--- src/rtl/fht_pkg.sv ---
// Shared types and helpers for the FHT result read-out path.
package fht_pkg;

  localparam int BANK_NUM = 4;

  typedef enum logic [1:0] {
    IDLE = 2'd0,
    RUN  = 2'd1,
    DONE = 2'd2
  } state_t;

  // Reverse the low w bits of v; bits above w come back as zero.
  function automatic logic [31:0] bit_rev(input logic [31:0] v, input int w);
    logic [31:0] r;
    r = '0;
    for (int i = 0; i < 32; i++) begin
      if (i < w) r[i] = v[w-1-i];
    end
    return r;
  endfunction

endpackage

--- src/rtl/fht_row_fifo.sv ---
// Two-entry row FIFO: four bank words plus the row index they were read from.
module fht_row_fifo
  import fht_pkg::*;
#(
  parameter int D_BIT = 22,
  parameter int A_BIT = 8
) (
  input  logic                               clk,
  input  logic                               rst,
  input  logic                               push_i,
  input  logic [BANK_NUM-1:0][D_BIT-1:0]     row_i,
  input  logic [A_BIT-1:0]                   tag_i,
  input  logic                               pop_i,
  output logic [BANK_NUM-1:0][D_BIT-1:0]     row_o,
  output logic [A_BIT-1:0]                   tag_o,
  output logic                               full_o,
  output logic                               empty_o,
  output logic [1:0]                         count_o
);

  logic [BANK_NUM-1:0][D_BIT-1:0] row_q [2];
  logic [BANK_NUM-1:0][D_BIT-1:0] row_d [2];
  logic [A_BIT-1:0]               tag_q [2];
  logic [A_BIT-1:0]               tag_d [2];
  logic                           wr_q, wr_d, rd_q, rd_d;
  logic [1:0]                     cnt_q, cnt_d;
  logic                           do_push, do_pop;

  always_comb begin
    row_d   = row_q;
    tag_d   = tag_q;
    wr_d    = wr_q;
    rd_d    = rd_q;
    // A push into a full FIFO is only taken when the head leaves on the same edge.
    do_push = push_i && ((cnt_q != 2'd2) || pop_i);
    do_pop  = pop_i && (cnt_q != 2'd0);
    if (do_push) begin
      row_d[wr_q] = row_i;
      tag_d[wr_q] = tag_i;
      wr_d        = ~wr_q;
    end
    if (do_pop) rd_d = ~rd_q;
    cnt_d = cnt_q + 2'(do_push) - 2'(do_pop);
  end

  always_ff @(posedge clk or posedge rst) begin
    if (rst) begin
      for (int i = 0; i < 2; i++) begin
        row_q[i] <= '0;
        tag_q[i] <= '0;
      end
      wr_q  <= 1'b0;
      rd_q  <= 1'b0;
      cnt_q <= 2'd0;
    end else begin
      row_q <= row_d;
      tag_q <= tag_d;
      wr_q  <= wr_d;
      rd_q  <= rd_d;
      cnt_q <= cnt_d;
    end
  end

  assign row_o   = row_q[rd_q];
  assign tag_o   = tag_q[rd_q];
  assign full_o  = (cnt_q == 2'd2);
  assign empty_o = (cnt_q == 2'd0);
  assign count_o = cnt_q;

endmodule

--- src/rtl/fht_unload.sv ---
// Reads the four result banks in bit-reversed row order and streams the words
// out in natural order over a valid/ready handshake.
module fht_unload
  import fht_pkg::*;
#(
  parameter int D_BIT  = 22,
  parameter int A_BIT  = 8,
  parameter int RD_LAT = 2
) (
  input  logic               iCLK,
  input  logic               iRESET,
  input  logic               iSTART,
  input  logic [D_BIT-1:0]   iDATA_0,
  input  logic [D_BIT-1:0]   iDATA_1,
  input  logic [D_BIT-1:0]   iDATA_2,
  input  logic [D_BIT-1:0]   iDATA_3,
  output logic [A_BIT-1:0]   oADDR_RD_0,
  output logic [A_BIT-1:0]   oADDR_RD_1,
  output logic [A_BIT-1:0]   oADDR_RD_2,
  output logic [A_BIT-1:0]   oADDR_RD_3,
  output logic [D_BIT-1:0]   oDATA,
  output logic [A_BIT+1:0]   oINDEX,
  output logic               oVALID,
  input  logic               iREADY,
  output logic               oBUSY,
  output logic               oDONE
);

  localparam logic [A_BIT-1:0] LAST_ROW = {A_BIT{1'b1}};

  state_t                      state_q, state_d;
  logic [A_BIT:0]              j_q, j_d;
  logic [A_BIT-1:0]            addr_q, addr_d;
  logic [RD_LAT:0]             vld_q, vld_d;
  logic [RD_LAT:0][A_BIT-1:0]  jtag_q, jtag_d;
  logic [1:0]                  bank_q, bank_d;

  logic                            fifo_push, fifo_pop, fifo_full, fifo_empty;
  logic [1:0]                      fifo_count;
  logic [BANK_NUM-1:0][D_BIT-1:0]  push_row, head_row;
  logic [A_BIT-1:0]                head_tag;

  logic             issue_start, issue_run, issue, hs, last_hs;
  logic [A_BIT-1:0] row;
  logic [3:0]       inflight, pending;

  assign push_row  = {iDATA_3, iDATA_2, iDATA_1, iDATA_0};
  assign fifo_push = vld_q[RD_LAT];

  fht_row_fifo #(
    .D_BIT (D_BIT),
    .A_BIT (A_BIT)
  ) u_fifo (
    .clk     (iCLK),
    .rst     (iRESET),
    .push_i  (fifo_push),
    .row_i   (push_row),
    .tag_i   (jtag_q[RD_LAT]),
    .pop_i   (fifo_pop),
    .row_o   (head_row),
    .tag_o   (head_tag),
    .full_o  (fifo_full),
    .empty_o (fifo_empty),
    .count_o (fifo_count)
  );

  always_comb begin
    hs       = ~fifo_empty & iREADY;
    fifo_pop = hs & (bank_q == 2'd3);
    last_hs  = fifo_pop & (head_tag == LAST_ROW);

    inflight = '0;
    for (int i = 0; i <= RD_LAT; i++) inflight = inflight + 4'(vld_q[i]);
    pending = 4'(fifo_count) + inflight;

    // Counting the pop on this edge lets the next read start early enough to
    // keep the stream gap-free even at the longest read latency.
    issue_start = (state_q == IDLE) & iSTART;
    issue_run   = (state_q == RUN) & ~j_q[A_BIT] & ~(fifo_full & ~fifo_pop) &
                  ((pending < 4'd2) | ((pending == 4'd2) & fifo_pop));
    issue       = issue_start | issue_run;
    row         = issue_start ? '0 : j_q[A_BIT-1:0];

    j_d    = j_q;
    addr_d = addr_q;
    if (issue_start)    j_d = (A_BIT+1)'(1);
    else if (issue_run) j_d = j_q + 1'b1;
    if (issue) addr_d = A_BIT'(bit_rev(32'(row), A_BIT));

    vld_d  = {vld_q[RD_LAT-1:0], issue};
    jtag_d = {jtag_q[RD_LAT-1:0], row};
    bank_d = hs ? bank_q + 2'd1 : bank_q;
  end

  always_comb begin
    state_d = state_q;
    unique case (state_q)
      IDLE:    if (iSTART)  state_d = RUN;
      RUN:     if (last_hs) state_d = DONE;
      DONE:    state_d = IDLE;
      default: state_d = IDLE;
    endcase
  end

  always_ff @(posedge iCLK or posedge iRESET) begin
    if (iRESET) state_q <= IDLE;
    else        state_q <= state_d;
  end

  always_ff @(posedge iCLK or posedge iRESET) begin
    if (iRESET) begin
      j_q    <= '0;
      addr_q <= '0;
      vld_q  <= '0;
      jtag_q <= '0;
      bank_q <= '0;
    end else begin
      j_q    <= j_d;
      addr_q <= addr_d;
      vld_q  <= vld_d;
      jtag_q <= jtag_d;
      bank_q <= bank_d;
    end
  end

  always_comb begin
    oBUSY  = (state_q == RUN);
    oDONE  = (state_q == DONE);
    oVALID = ~fifo_empty;
    oDATA  = head_row[bank_q];
    oINDEX = {head_tag, bank_q};
  end

  assign oADDR_RD_0 = addr_q;
  assign oADDR_RD_1 = addr_q;
  assign oADDR_RD_2 = addr_q;
  assign oADDR_RD_3 = addr_q;

endmodule

--- config.mk ---
export PLATFORM = sky130hd
export DESIGN_NAME = fht_unload
export DESIGN_NICKNAME = d
export VERILOG_FILES = /design/src/rtl/fht_pkg.sv /design/src/rtl/fht_row_fifo.sv /design/src/rtl/fht_unload.sv
export SDC_FILE = /design/constraint.sdc
export NUM_CORES = 1
export LEC_CHECK = 0
export BUFFER_PORTS_ARGS = -buffer_cell sky130_fd_sc_hd__buf_2
export CAP_MARGIN = 25
export CORE_MARGIN = 2
export CORE_UTILIZATION = 32
export DETAILED_ROUTE_END_ITERATION = 16
export MAX_ROUTING_LAYER = met4
export PLACE_DENSITY = 0.63
export SETUP_SLACK_MARGIN = 0.5
export SYNTH_ARGS = -nofsm -noshare
export SYNTH_HDL_FRONTEND = slang
export SYNTH_SLANG_ARGS = --single-unit
--- constraint.sdc ---
create_clock -name iCLK -period 8.69 [get_ports iCLK]
set_input_delay 2.1725 -clock iCLK [delete_from_list [all_inputs] [get_ports iCLK]]
set_output_delay 2.1725 -clock iCLK [all_outputs]
set_load 0.03 [all_outputs]
== After elaboration in Yosys (flattened, before gate mapping) ==
Index checks and enable logic that the tools add are counted.

* Bits in registers: 244
* Input bits: 92
* Output and inout bits: 67
* Word-level logic and storage cells: 90

* $add $sub $neg: 7
* Magnitude comparators: 5
* Equality and inequality tests: 9
* Muxes and demuxes: 20
* Bitwise operators: 19
* Reduce and logical (&&, ||, !) cells: 9

{| class="wikitable"
|+ Operators with widths
! kind !! count
|-
| $mux W88 || 4
|-
| $bwmux W176 || 1
|-
| $demux W88 S1 || 1
|-
| $bmux W22 S2 || 1
|-
| $mux W8 || 5
|-
| $mux W22 || 1
|-
| $mux W9 || 2
|-
| $bwmux W16 || 1
|-
| $add A9 B1 Y9 const B || 1
|-
| $and A1 B1 Y1 || 9
|-
| $demux W8 S1 || 1
|-
| $eq A8 B8 Y1 const B || 1
|-
| $eq A2 B2 Y1 const B || 3
|-
| $not A1 Y1 || 6
|-
| $add A2 B3 Y4 || 1
|-
| $eq A4 B2 Y1 const B || 1
|-
| $ge A2 B2 Y1 const B || 2
|-
| $logic_not A2 Y1 || 2
|-
| $lt A4 B2 Y1 const B || 1
|-
| $mux W2 || 2
|-
| $ne A2 B2 Y1 const B || 2
|-
| $not A1 Y2 || 2
|-
| $pmux W2 S2 || 1
|-
| $reduce_bool A2 Y1 || 2
|-
| other kinds (13) || 16
|}

== Logic depth before layout (Yosys ltp) ==
* Word-level depth: 11
* Mapped depth: 8
* Mapped depth without buffers: 7

== By module ==
A second synthesis with hierarchy kept.

* Cell total of the unflattened synthesis: 724
* Area total of the unflattened synthesis: 11284.6 um^2

{| class="wikitable"
|+ By module, submodules not included
! module !! instances !! cells an instance !! area each (um^2) !! sequential area each (um^2)
|-
| fht_row_fifo || 1 || 532 || 8788.4 || 4904.7
|-
| fht_unload || 1 || 192 || 2496.1 || 1201.2
|}

== Worst setup path before layout ==
OpenSTA, ideal clock, no wires.

* Kind: reg-to-output
* Start point: reg bank_q[0]
* End point: out oDATA[16]
* Arrival time: 2.014 ns
* Data required time: 6.517 ns
* Setup slack: 4.504 ns
* Stages on the path, launching flop included: 5
* Path buffers: 2
* Cell sequence: dfrtp_1 > buf_2 > buf_2 > mux4_2 > mux2_2

* Longest elaborated chain between the ends: 2

{| class="wikitable"
|+ RTL lines
! what !! RTL line !! source
|-
| start: declaration || fht_unload.sv:36 || <nowiki>logic [1:0] bank_q, bank_d;</nowiki>
|-
| start signal: assignment || fht_unload.sv:122 || <nowiki>bank_q <= bank_d;</nowiki>
|-
| $bmux W22 S2 || fht_unload.sv:130 || <nowiki>oDATA = head_row[bank_q];</nowiki>
|-
| $mux W22 (implied by the code) || fht_unload.sv:130 ||
|-
| end: declaration || fht_unload.sv:21 || <nowiki>output logic [D_BIT-1:0] oDATA,</nowiki>
|}

No other way between the ends. The select of a mux whose other input is x is not followed.

== Final worst setup path ==
* Start point: reg bank_q[0]
* End point: out oDATA[5]

Same word-level chain as after synthesis.

==> results.txt <==
Worst setup EP type - output pin
clk sinks - 244
critical path peak fanout - 26
PostCTS Resize Cnt - 0
Synth Warn # - 0
reg-to-reg critical path endpoint - u_fifo.row_q[110]
Max Cap Violations - 0
critical path capture point - oDATA[5]
Post-Synth Adder-Cell Area - 0.956%
crit path DAT - 3.01 ns
total power density per cell area - 443 mW/mm^2
leakage - 5.65 nW
R2R cell count - 8
Die H - 187 microns
fraction of registers with async set/reset - 100%
root buffer cell - clkbuf_16
largest family of logic cells by synthesized area - multiplexers
Iteration-0 DRC Markers - 297
dpl hpwl - 14500 microns
Area Growth Syn to Fin - 19.1%
Die Wd - 187 microns
compound-gate portion of the synthesized area - 2.11%
worst skew pair latency - 0.54 ns
xor-xnor portion of the synthesized cell area - 0.408%
CTS Buf Count - 28
Synth Area in Simple Gates - 2.76%
share of cells above drive strength 1 - 55.9%
largest net degree at the start of global routing - 126
vias per std cell - 4.76
# IOs - 159
Peak VDD IR - 0.248 mV
CP required - 6.52 ns
Clock Path Buffers - 3
Avg Synthesized Cell Area - 15.6 sq um
initial antenna violation count - 2
DRT Wirelength - 22600 microns
syn_nets - 787
CTS HTree Levels - 1
CTS tree - built
DR pass1 iterations - 4
f_max - 193 MHz
total global routing overflow - 0
Die Area - 0.0350 sq mm
placer congestion estimate - 0.733
HP Class - reg2reg
Final period util - 59.7%
via count - 6156
Yosys reg bits - 244
pre-CTS setup slack - 3.96 ns
startpoint type of the worst setup path - register
worst r2r src - bank_q[0]
Final Setup Violations - 0
drt wl/cell - 17.5 microns
flop2flop setup slack - 4.60 ns
Mapped Area - 0.0107 sq mm
initial core utilization - 32.2%
mux cell area share after synthesis - 32.9%
Netlist cell types - 44
overall routing resource usage - 13.6%
Cells after Synth - 688
Worst-path clk slew - 0.06 ns
Core Footprint - 0.0333 sq mm
measured slew at the worst slew-check pin - 0.966 ns
I/O Buffers - 158
Final Hold Fails - 0
Post-CTS Hold Fix Bufs - 0
RSZ-0062 raised after global routing - false
post-synthesis sequential area ratio - 56.9%
number of remaining DRC errors - 0
worst setup path start - bank_q[0]
status - completed
first-pass GRT wire length - 37200 microns
Nets - 924
number of placement rows - 67
relative slew slack - 34.0%
final setup margin - 3.50 ns
buffer count from post-CTS setup fixing - 0
vias in the first global route - 6516
number of synthesized flops with an enable pin - 0
Max Clock Skew - 0.0141 ns
Tmin final - 5.19 ns
Post-synth top flop - dfrtp_1
TNS Setup - 0 ns
DRT antenna net count - 0
Final Max Slew Viols - 0
Crit Path Class - reg2out
[synthesized netlist by cell type, drive strengths merged (2+ instances only)]
cell	instances	area share, %
a2111oi	2	0.22
a21o	3	0.21
a21oi	8	0.37
and2	3	0.17
and3	3	0.17
buf	55	3.3
clkbuf	7	0.24
dfrtp	244	57
fa	2	0.37
ha	5	0.58
inv	10	0.35
mux2	223	23
mux2i	3	0.28
mux4	44	9.2
nand2	8	0.28
nand2b	2	0.12
nand3	15	0.70
nand4	2	0.12
nor2	8	0.30
nor2b	6	0.35
nor3	3	0.14
o211ai	2	0.14
o21ai	13	0.64
xnor2	4	0.33
[how the worst min path moves through the flow]
stage / startpoint / endpoint / slack, ns / depth (start not counted)
2_1_floorplan: jtag_d[8] / jtag_d[16] / 0.33 / 0
3_3_place_gp: jtag_d[15] / jtag_d[23] / 0.33 / 0
3_5_place_dp: jtag_d[16] / jtag_q[16] / 0.33 / 0
4_1_cts: jtag_d[21] / jtag_q[21] / 0.35 / 0
5_1_grt: jtag_d[8] / jtag_d[16] / 0.35 / 0
6_report: jtag_d[23] / jtag_q[23] / 0.34 / 0
[worst max-delay path, stage by stage (launching register included)]
cell and delay [ns]:
dfrtp_2 0.92, buf_4 0.53, mux4_2 0.56, mux2_2 0.27, buf_2 0.18
[state kept, by name (all words and copies together) (netlist names)]
name and cells:
u_fifo.tag_q 16, j_q 9, u_fifo.row_q 176, jtag_d 16, state_q 2, oADDR_RD_0 8, bank_q 2, u_fifo.wr_q 1
jtag_q 8, u_fifo.count_o 2, vld_q 3, u_fifo.rd_q 1
[per-layer routing]
layer | GRT usage, % | wire length (microns) | vias up
li1 | - | - | 2775
met1 | 18.8 | 10500 | 3179
met2 | 20.9 | 10300 | 160
met3 | 2.33 | 1240 | 42
met4 | 3.54 | 552 | 0
met5 | - | 0 | -
[where the power goes]
group	internal [mW]	total (mW)	leakage (nW)	switching, mW
Sequential	1.69	2.03	2.94	0.347
Combinational	1.20	2.42	2.24	1.22
Clock	0.751	1.21	0.471	0.456
[cells by family (layout without fill, tap and decap cells)]
kind of cell / count (synthesis) / count (layout)
muxes: 270 / 270
DFF: 244 / 244
buffers and inverters: 72 / 228
and+or+nand+nor: 56 / 56
AOI/OAI and AO/OA: 34 / 34
adders and majority gates: 7 / 7
xor gates and xnor gates: 5 / 5
other: 0 / 2
[layout by cell type, fill, tap and decap left out, types with 6 or more instances in the layout]
cell type,instances
dfrtp_1,242
mux2_2,205
buf_2,158
mux4_2,44
clkbuf_16,28
mux2_1,18
nand3_1,15
o21ai_0,10
buf_4,10
inv_1,8
a21oi_1,8
nor2_1,7
nand2_1,7
nor2b_1,6
[cell type report]
class	count	area [sq um]
Timing Repair Buffer	169	886
Clock inverter	11	173
Antenna cell	2	5.00
Multi-Input combinational cell	372	4210
Inverter	10	41.3
Tap cell	448	561
Clock buffer	38	788
Fill cell	3159	20500
Sequential cell	244	6110
[per-stage QoR]
step	cell area [sq um]	instances	hold slack [ns]	power, mW	util (%)
global route	12800	1293	0.352	6.02	38.4
detailed placement	11800	1243	0.335	4.51	35.5
floorplan	10700	688	0.331	3.94	-
finish	12800	1294	0.344	5.66	38.4
global placement	11800	1243	0.332	4.45	35.5
CTS	12800	1292	0.348	5.75	38.4
Power figures use the tool's default switching activity.
